File: config.mk
export PLATFORM = sky130hd
export DESIGN_NAME = mux_out_edge_capture_flat
export DESIGN_NICKNAME = d
export VERILOG_FILES = /design/src/rtl/mux_cap_pkg.sv /design/src/rtl/mux_out_edge_capture_if.sv /design/src/rtl/edge_evt_fifo.sv /design/src/rtl/mux_out_edge_capture.sv /design/src/flat_wrapper.sv
export SDC_FILE = /design/constraint.sdc
export NUM_CORES = 1
export LEC_CHECK = 0
export ABC_CLOCK_PERIOD_IN_PS = 8750
export BUFFER_PORTS_ARGS = -buffer_cell sky130_fd_sc_hd__buf_2
export CAP_MARGIN = 15
export CORE_MARGIN = 2
export CORE_UTILIZATION = 34
export CTS_CLUSTER_SIZE = 12
export DETAILED_ROUTE_END_ITERATION = 8
export GPL_TIMING_DRIVEN = 1
export SYNTH_ARGS = -nofsm -noshare
export SYNTH_HDL_FRONTEND = slang
export SYNTH_HIERARCHICAL = 1
export SYNTH_SLANG_ARGS = --single-unit
File: constraint.sdc
create_clock -name clk -period 8.75 [get_ports clk]
set_input_delay 1.75 -clock clk [delete_from_list [all_inputs] [get_ports clk]]
set_output_delay 1.75 -clock clk [all_outputs]
set_load 0.01 [all_outputs]
File: src/rtl/mux_cap_pkg.sv
// Shared definitions for the mux output edge-capture block.
// Holds the event-word layout helpers and the polarity encodings used by the
// capture top and by anything that decodes evt_data.
package mux_cap_pkg;

  localparam logic EVT_RISE = 1'b1;
  localparam logic EVT_FALL = 1'b0;

  // Width of one event word: timestamp plus one polarity bit.
  function automatic int evt_width(input int ts_width);
    return ts_width + 1;
  endfunction

  // Index of the polarity bit inside an event word (the MSB).
  function automatic int evt_pol_bit(input int ts_width);
    return ts_width;
  endfunction

endpackage

File: src/rtl/mux_out_edge_capture_if.sv
// Valid/ready event read port of the edge-capture block.
// Ports (signals):
//   valid - head event present on data
//   ready - consumer accepts the head event when valid && ready
//   data  - [TS_WIDTH] polarity (1 = rise), [TS_WIDTH-1:0] timestamp
// master = event producer (capture block), slave = event consumer.
interface mux_out_edge_capture_if #(
  parameter int TS_WIDTH = 16
);

  logic                valid;
  logic                ready;
  logic [TS_WIDTH:0]   data;

  modport master (output valid, output data, input ready);
  modport slave  (input valid, input data, output ready);

endinterface

File: src/rtl/edge_evt_fifo.sv
// Small synchronous event FIFO with a registered head-data output.
// Ports:
//   clk, rst_n - clock, asynchronous active-low reset
//   srst       - synchronous clear (empties the FIFO, head data is kept)
//   push, din  - write request and data; accepted if not full or popping
//   pop        - read request; ignored while empty
//   dout       - head entry; holds its last value while empty
//   valid      - FIFO non-empty
//   full       - FIFO holds DEPTH entries
//   level      - occupancy 0..DEPTH
module edge_evt_fifo #(
  parameter int DEPTH = 4,
  parameter int WIDTH = 17
) (
  input  logic                       clk,
  input  logic                       rst_n,
  input  logic                       srst,
  input  logic                       push,
  input  logic [WIDTH-1:0]           din,
  input  logic                       pop,
  output logic [WIDTH-1:0]           dout,
  output logic                       valid,
  output logic                       full,
  output logic [$clog2(DEPTH):0]     level
);

  localparam int AW = $clog2(DEPTH);
  localparam int LW = AW + 1;

  logic [WIDTH-1:0] mem_r [DEPTH];
  logic [AW-1:0]    wr_ptr_r;
  logic [AW-1:0]    rd_ptr_r;
  logic [AW-1:0]    rd_ptr_next_s;
  logic [LW-1:0]    level_next_s;
  logic             push_en_s;
  logic             pop_en_s;
  logic [WIDTH-1:0] head_next_s;

  // Accept/retire decisions, next read pointer, next level and next head word.
  always_comb begin
    pop_en_s      = pop & (level != LW'(0));
    // A full FIFO still takes a write when the head is retired in the same cycle.
    push_en_s     = push & ((level != LW'(DEPTH)) | pop_en_s);
    full          = (level == LW'(DEPTH));
    rd_ptr_next_s = pop_en_s ? (rd_ptr_r + AW'(1)) : rd_ptr_r;
    case ({push_en_s, pop_en_s})
      2'b10:   level_next_s = level + LW'(1);
      2'b01:   level_next_s = level - LW'(1);
      default: level_next_s = level;
    endcase
    // Bypass the incoming word when it lands directly in the new head slot.
    if (push_en_s && (wr_ptr_r == rd_ptr_next_s)) begin
      head_next_s = din;
    end else begin
      head_next_s = mem_r[rd_ptr_next_s];
    end
  end

  // Storage, pointers, level and registered head/valid outputs.
  always_ff @(posedge clk or negedge rst_n) begin
    if (!rst_n) begin
      for (int i = 0; i < DEPTH; i++) begin
        mem_r[i] <= WIDTH'(0);
      end
      wr_ptr_r <= AW'(0);
      rd_ptr_r <= AW'(0);
      level    <= LW'(0);
      valid    <= 1'b0;
      dout     <= WIDTH'(0);
    end else if (srst) begin
      wr_ptr_r <= AW'(0);
      rd_ptr_r <= AW'(0);
      level    <= LW'(0);
      valid    <= 1'b0;
    end else begin
      if (push_en_s) begin
        mem_r[wr_ptr_r] <= din;
        wr_ptr_r        <= wr_ptr_r + AW'(1);
      end
      rd_ptr_r <= rd_ptr_next_s;
      level    <= level_next_s;
      valid    <= (level_next_s != LW'(0));
      if (level_next_s != LW'(0)) begin
        dout <= head_next_s;
      end
    end
  end

endmodule

File: src/rtl/mux_out_edge_capture.sv
// Edge capture for the asynchronous (possibly glitchy) 2:1 mux output.
// Synchronizes y_in, detects rising/falling edges, timestamps each edge with a
// free-running counter and queues {polarity, timestamp} events in a FIFO.
// Ports:
//   clk, rst_n  - clock, asynchronous active-low reset
//   y_in        - mux output, asynchronous to clk
//   clear       - synchronous clear of FIFO, timestamp, toggle count, overflow
//   evt         - valid/ready event read port (master side)
//   toggle_cnt  - saturating count of detected edges
//   overflow    - sticky: an edge was dropped because the FIFO was full
//   fifo_level  - FIFO occupancy 0..DEPTH
module mux_out_edge_capture
  import mux_cap_pkg::*;
#(
  parameter int SYNC_STAGES = 2,
  parameter int TS_WIDTH    = 16,
  parameter int DEPTH       = 4,
  parameter int CNT_WIDTH   = 8
) (
  input  logic                       clk,
  input  logic                       rst_n,
  input  logic                       y_in,
  input  logic                       clear,
  mux_out_edge_capture_if.master     evt,
  output logic [CNT_WIDTH-1:0]       toggle_cnt,
  output logic                       overflow,
  output logic [$clog2(DEPTH):0]     fifo_level
);

  localparam int EW          = evt_width(TS_WIDTH);
  localparam int EVT_POL_BIT = evt_pol_bit(TS_WIDTH);

  logic [SYNC_STAGES-1:0] sync_r;
  logic                   y_sync_s;
  logic                   y_prev_r;
  logic                   edge_s;
  logic                   push_s;
  logic                   full_s;
  logic [TS_WIDTH-1:0]    ts_r;
  logic [EW-1:0]          evt_word_s;
  logic [EW-1:0]          head_s;
  logic                   valid_s;

  // Edge detection on the synchronized sample and event word assembly.
  always_comb begin
    y_sync_s                      = sync_r[SYNC_STAGES-1];
    edge_s                        = y_sync_s ^ y_prev_r;
    evt_word_s                    = EW'(0);
    evt_word_s[TS_WIDTH-1:0]      = ts_r;
    evt_word_s[EVT_POL_BIT]       = y_sync_s ? EVT_RISE : EVT_FALL;
    // An edge seen in a clear cycle is discarded.
    push_s                        = edge_s & ~clear;
  end

  // Synchronizer chain and previous sample; deliberately untouched by clear so
  // that no spurious edge appears after a clear.
  always_ff @(posedge clk or negedge rst_n) begin
    if (!rst_n) begin
      sync_r   <= {SYNC_STAGES{1'b0}};
      y_prev_r <= 1'b0;
    end else begin
      sync_r   <= {sync_r[SYNC_STAGES-2:0], y_in};
      y_prev_r <= y_sync_s;
    end
  end

  // Timestamp counter, saturating toggle counter and sticky overflow flag.
  always_ff @(posedge clk or negedge rst_n) begin
    if (!rst_n) begin
      ts_r       <= TS_WIDTH'(0);
      toggle_cnt <= CNT_WIDTH'(0);
      overflow   <= 1'b0;
    end else if (clear) begin
      ts_r       <= TS_WIDTH'(0);
      toggle_cnt <= CNT_WIDTH'(0);
      overflow   <= 1'b0;
    end else begin
      ts_r <= ts_r + TS_WIDTH'(1);
      if (edge_s) begin
        if (toggle_cnt != {CNT_WIDTH{1'b1}}) begin
          toggle_cnt <= toggle_cnt + CNT_WIDTH'(1);
        end
        // Full implies non-empty, so ready alone tells whether a pop frees a slot.
        if (full_s && !evt.ready) begin
          overflow <= 1'b1;
        end
      end
    end
  end

  edge_evt_fifo #(
    .DEPTH (DEPTH),
    .WIDTH (EW)
  ) u_fifo (
    .clk   (clk),
    .rst_n (rst_n),
    .srst  (clear),
    .push  (push_s),
    .din   (evt_word_s),
    .pop   (evt.ready),
    .dout  (head_s),
    .valid (valid_s),
    .full  (full_s),
    .level (fifo_level)
  );

  assign evt.valid = valid_s;
  assign evt.data  = head_s;

endmodule

File: src/flat_wrapper.sv
// flat-port wrapper written by rule: the top's interface ports become plain ports
module mux_out_edge_capture_flat import mux_cap_pkg::*;
#(
  parameter int SYNC_STAGES = 2,
  parameter int TS_WIDTH    = 16,
  parameter int DEPTH       = 4,
  parameter int CNT_WIDTH   = 8
)
  (clk, rst_n, y_in, clear, toggle_cnt, overflow, fifo_level, evt_valid, evt_data, evt_ready);
  mux_out_edge_capture_if #(.TS_WIDTH(TS_WIDTH)) evt_i ();
  input  logic clk;
  input  logic rst_n;
  input  logic y_in;
  input  logic clear;
  output logic [CNT_WIDTH-1:0] toggle_cnt;
  output logic overflow;
  output logic [$clog2(DEPTH):0] fifo_level;
  output wire logic [$bits(evt_i.valid)-1:0] evt_valid;
  output wire logic [$bits(evt_i.data)-1:0] evt_data;
  input wire logic [$bits(evt_i.ready)-1:0] evt_ready;
  assign evt_valid = evt_i.valid;
  assign evt_data = evt_i.data;
  assign evt_i.ready = evt_ready;
  mux_out_edge_capture #(.SYNC_STAGES(SYNC_STAGES), .TS_WIDTH(TS_WIDTH), .DEPTH(DEPTH), .CNT_WIDTH(CNT_WIDTH)) u_core (.clk(clk), .rst_n(rst_n), .y_in(y_in), .clear(clear), .evt(evt_i), .toggle_cnt(toggle_cnt), .overflow(overflow), .fifo_level(fifo_level));
endmodule
==> impl_metrics.env <==
export IMPL_placementRows=50
export IMPL_cts_buffer_depth=2
export IMPL_max_slew_margin_rel_pct=29.1
export IMPL_fin_cells=889
export IMPL_cp_required_ps=9010
export IMPL_synth_xor_area_share_pct=3.07
export IMPL_worstPathArrival_ps=4980
export IMPL_ys_seq_area_share_pct=46.1
export IMPL_cts_hold_fix_buffers=0
export IMPL_synth_seq_cells=121
export IMPL_drv_slew=0
export IMPL_fmax_mhz=212
export IMPL_clkTransAtPathRegs_ps=50
export IMPL_die_h_um=143
export IMPL_synthArstFlopShare_pct=100
export IMPL_hold_end="u_core/sync_r[1]"
export IMPL_rsz0062_at_grt="no"
export IMPL_cp_max_fo=35
export IMPL_layout_setup_ws_ps=4040
export IMPL_synthAdderAreaFrac_pct=1.45
export IMPL_reg2reg_from="u_core/sync_r[1]"
export IMPL_yosysUniqueCellTypes=61
export IMPL_hold_violations=0
export IMPL_syn2layout_area_growth_pct=14.2
export IMPL_tightest_slew_ps=1060
export IMPL_post_synth_top_count_cell="dfrtp_1"
export IMPL_synthCells=606
export IMPL_antenna_found_initial=0
export IMPL_fin_skew_ps=11.1
export IMPL_start_util_pct=34.9
export IMPL_swShare_pct=32.1
export IMPL_max_stage_delay_ps=510
export IMPL_vias=4957
export IMPL_yosys_warnings=6
export IMPL_syn_mean_instance_area_um2=10.8
export IMPL_critPathLaunch="clear"
export IMPL_synth_compound_area_share_pct=14.3
export IMPL_post_place_ws_ps=3600
export IMPL_hold_path_startpoint="u_core/sync_r[0]"
export IMPL_min_path_cells=0
export IMPL_yosys_area_share_simple_pct=16.1
export IMPL_drive_gt1_share_pct=26.1
export IMPL_crit_family="simple AND/OR/NAND/NOR gates"
export IMPL_r2r_slack_ps=4830
export IMPL_p_sw_uw=589
export IMPL_drt_iter0_drc=237
export IMPL_vdd_drop_max_uv=104
export IMPL_min_path_type="flop to flop"
export IMPL_finalSetupViolCount=0
export IMPL_drt_wl_total_mm=16.5
export IMPL_period_needed_ps=4710
export IMPL_clock_root_buffer="clkbuf_16"
export IMPL_antenna_diode_count=0
export IMPL_path_cells="buf_2, nor2b_1, nand2b_1, nor2_1, fa_1, xnor2_1, mux2i_1, a221oi_2, buf_4, or2_1, a31oi_1"
export IMPL_start_kind="input port"
export IMPL_wl_per_cell_um=18.5
export IMPL_synthTopCellsByArea="dfrtp_1 46%, mux2_2 10%, nor3_1 3.9%, mux2i_1 3.4%, o311a_1 2.4%"
export IMPL_placedCellCount=856
export IMPL_seq_power_share_pct=38.1
export IMPL_synthFlopType="dfrtp_1"
export IMPL_pwr_density_cell_mw_per_mm2=244
export IMPL_grt_max_degree=73
export IMPL_die_w_um=143
export IMPL_max_cap_violations=0
export IMPL_p_int_mw=1.24
export IMPL_final_nets=630
export IMPL_core_mm2=0.0188
export IMPL_critical_path_class="input port to flop"
export IMPL_ctsResizeCount=0
export IMPL_cts_tree="built"
export IMPL_grt_pass1_wl_mm=26.4
export IMPL_ant_nets=0
export IMPL_io_pins=35
export IMPL_reg2reg_depth=11
export IMPL_synthTopCellsByCount="121 x dfrtp_1, 61 x mux2_2, 51 x nor3_1"
export IMPL_period_share_pct=53.9
export IMPL_track_usage_pct=16.9
export IMPL_hpwlAfterDp_mm=10.0
export IMPL_first_pass_iters=4
export IMPL_numClockSinks=121
export IMPL_p_comb_share_pct=24.5
export IMPL_cp_end_kind="flop"
export IMPL_clkPwrFrac_pct=37.4
export IMPL_leakagePower_nw=3.26
export IMPL_fp_dieArea_mm2=0.0204
export IMPL_synth_top_cell_by_area="dfrtp_1"
export IMPL_synth_area_mm2=0.00657
export IMPL_synth_edf_count=0
export IMPL_yosysTopAreaCellShare_pct=46.1
export IMPL_synth_nets=618
export IMPL_critPathSlowestCell="nor2b_1"
export IMPL_setup_tns_ps=0
export IMPL_clk_latency_ps=430
export IMPL_post_route_util_pct=39.9
export IMPL_route_detailed_drc=0
export IMPL_place_gp_congestion=0.823
export IMPL_grt_pass1_vias=4954
export IMPL_cts_buffers=17
export IMPL_path_buf_inv=2
export IMPL_via_per_inst=5.58
export IMPL_overflow=0
export IMPL_io_buffers=34
export IMPL_r2r_end="u_core/u_fifo/dout[14]"
export IMPL_status="finished clean"
export IMPL_cts_max_level=4
export IMPL_synth_mux_area_fraction_pct=15.0
export IMPL_synth_top_family_by_area="simple AND/OR/NAND/NOR gates"
export IMPL_postCtsSetupRepairBufs=0
-- logic make-up after synthesis --
| kind of cell | after synthesis |
|---|---|
| flops | 121 |
| simple gates | 198 |
| fa+ha+maj | 7 |
| buf+inv | 55 |
| compound gates | 115 |
| mux | 90 |
| xor+xnor | 20 |
-- how the worst max path moves through the flow --
stage | end | depth (start not counted)
final | u_core/u_fifo/dout[14] | 11
after global routing | u_core/u_fifo/dout[8] | 11
after CTS | u_core/u_fifo/dout[14] | 11
after detailed placement | u_core/u_fifo/dout[14] | 11
after global placement | u_core/u_fifo/dout[6] | 11
after floorplan | u_core/u_fifo/dout[10] | 12
-- sequential cells by signal, indices dropped and copies added (netlist names) --
name / count
u_core/u_fifo/dout: 17
u_core/sync_r: 2
u_core/toggle_cnt: 8
u_core/ts_r: 16
u_core/u_fifo/level: 3
u_core/u_fifo/rd_ptr_r: 2
u_core/y_prev_r: 1
u_core/u_fifo/wr_ptr_r: 2
u_core/overflow: 1
u_core/u_fifo/mem_r: 68
u_core/u_fifo/valid: 1
-- power groups by stage --
stage          Clock [mW]  Combinational [mW]  Sequential [mW]
2_1_floorplan           0               0.312            0.689
5_1_grt             0.726               0.493            0.706
6_report            0.686               0.450            0.698
3_5_place_dp            0               0.430            0.719
4_1_cts             0.702               0.433            0.709
3_3_place_gp            0               0.416            0.716
-- per-layer routing --
metal / up-vias / track usage (%) / wire, µm
met4: 0 / 7.61 / 437
met1: 2482 / 21.2 / 7280
met2: 138 / 27.2 / 7900
li1: 2302 / - / -
met3: 35 / 4.69 / 841
met5: - / 0 / 0
-- layout by cell type (no fill, tap or decap), types with 2 or more instances in the layout --
cell	synthesis	final
a211oi_1	16	16
a21oi_1	10	10
a31oi_1	20	20
and2_1	3	3
and3_1	2	2
and4_1	2	2
buf_12	0	2
buf_2	18	33
buf_4	3	7
bufinv_16	0	2
clkbuf_16	0	17
clkbuf_8	0	4
clkinv_2	0	6
dfrtp_1	121	119
dfrtp_2	0	2
ha_1	6	6
inv_1	5	5
mux2_1	7	7
mux2_2	61	61
mux2i_1	22	22
nand2_1	33	33
nand2b_1	5	5
nand3_1	28	28
nand3b_1	3	3
nand4_1	8	8
nor2_1	28	28
nor2b_1	3	3
nor3_1	51	51
nor3b_1	17	17
o21ai_0	22	22
o221ai_1	6	6
o221ai_2	10	10
o311a_1	16	16
o31ai_1	2	2
or2_2	2	2
or3_1	2	2
or3_2	2	2
xnor2_1	4	4
xor2_1	14	14
-- through the flow --
stage | hold WS, ps | total power, mW | instance area [µm²]
6_report | 350 | 1.83 | 7500
5_1_grt | 370 | 1.92 | 7500
4_1_cts | 355 | 1.84 | 7450
3_5_place_dp | 338 | 1.15 | 6870
3_3_place_gp | 337 | 1.13 | 6870
2_1_floorplan | 331 | 1.00 | 6570
-- worst reg2reg max path: cells and delay by family (launching register included) --
kind            cells  cell delay, ps
fa+ha+maj           1             450
mux                 1             130
compound gates      2             440
flops               1             500
xor+xnor            2             670
simple gates        4            1330
buf+inv             1             260
-- layout make-up --
class / instances / area [µm²]
fill: 1818 / 11300
multi-input combinational: 430 / 3280
sequential: 121 / 3030
clock buffer: 21 / 480
tap: 260 / 325
timing repair buffer: 43 / 273
clock inverter: 9 / 97.6
inverter: 5 / 18.8
Note: power is estimated with default switching activity, not from simulation.
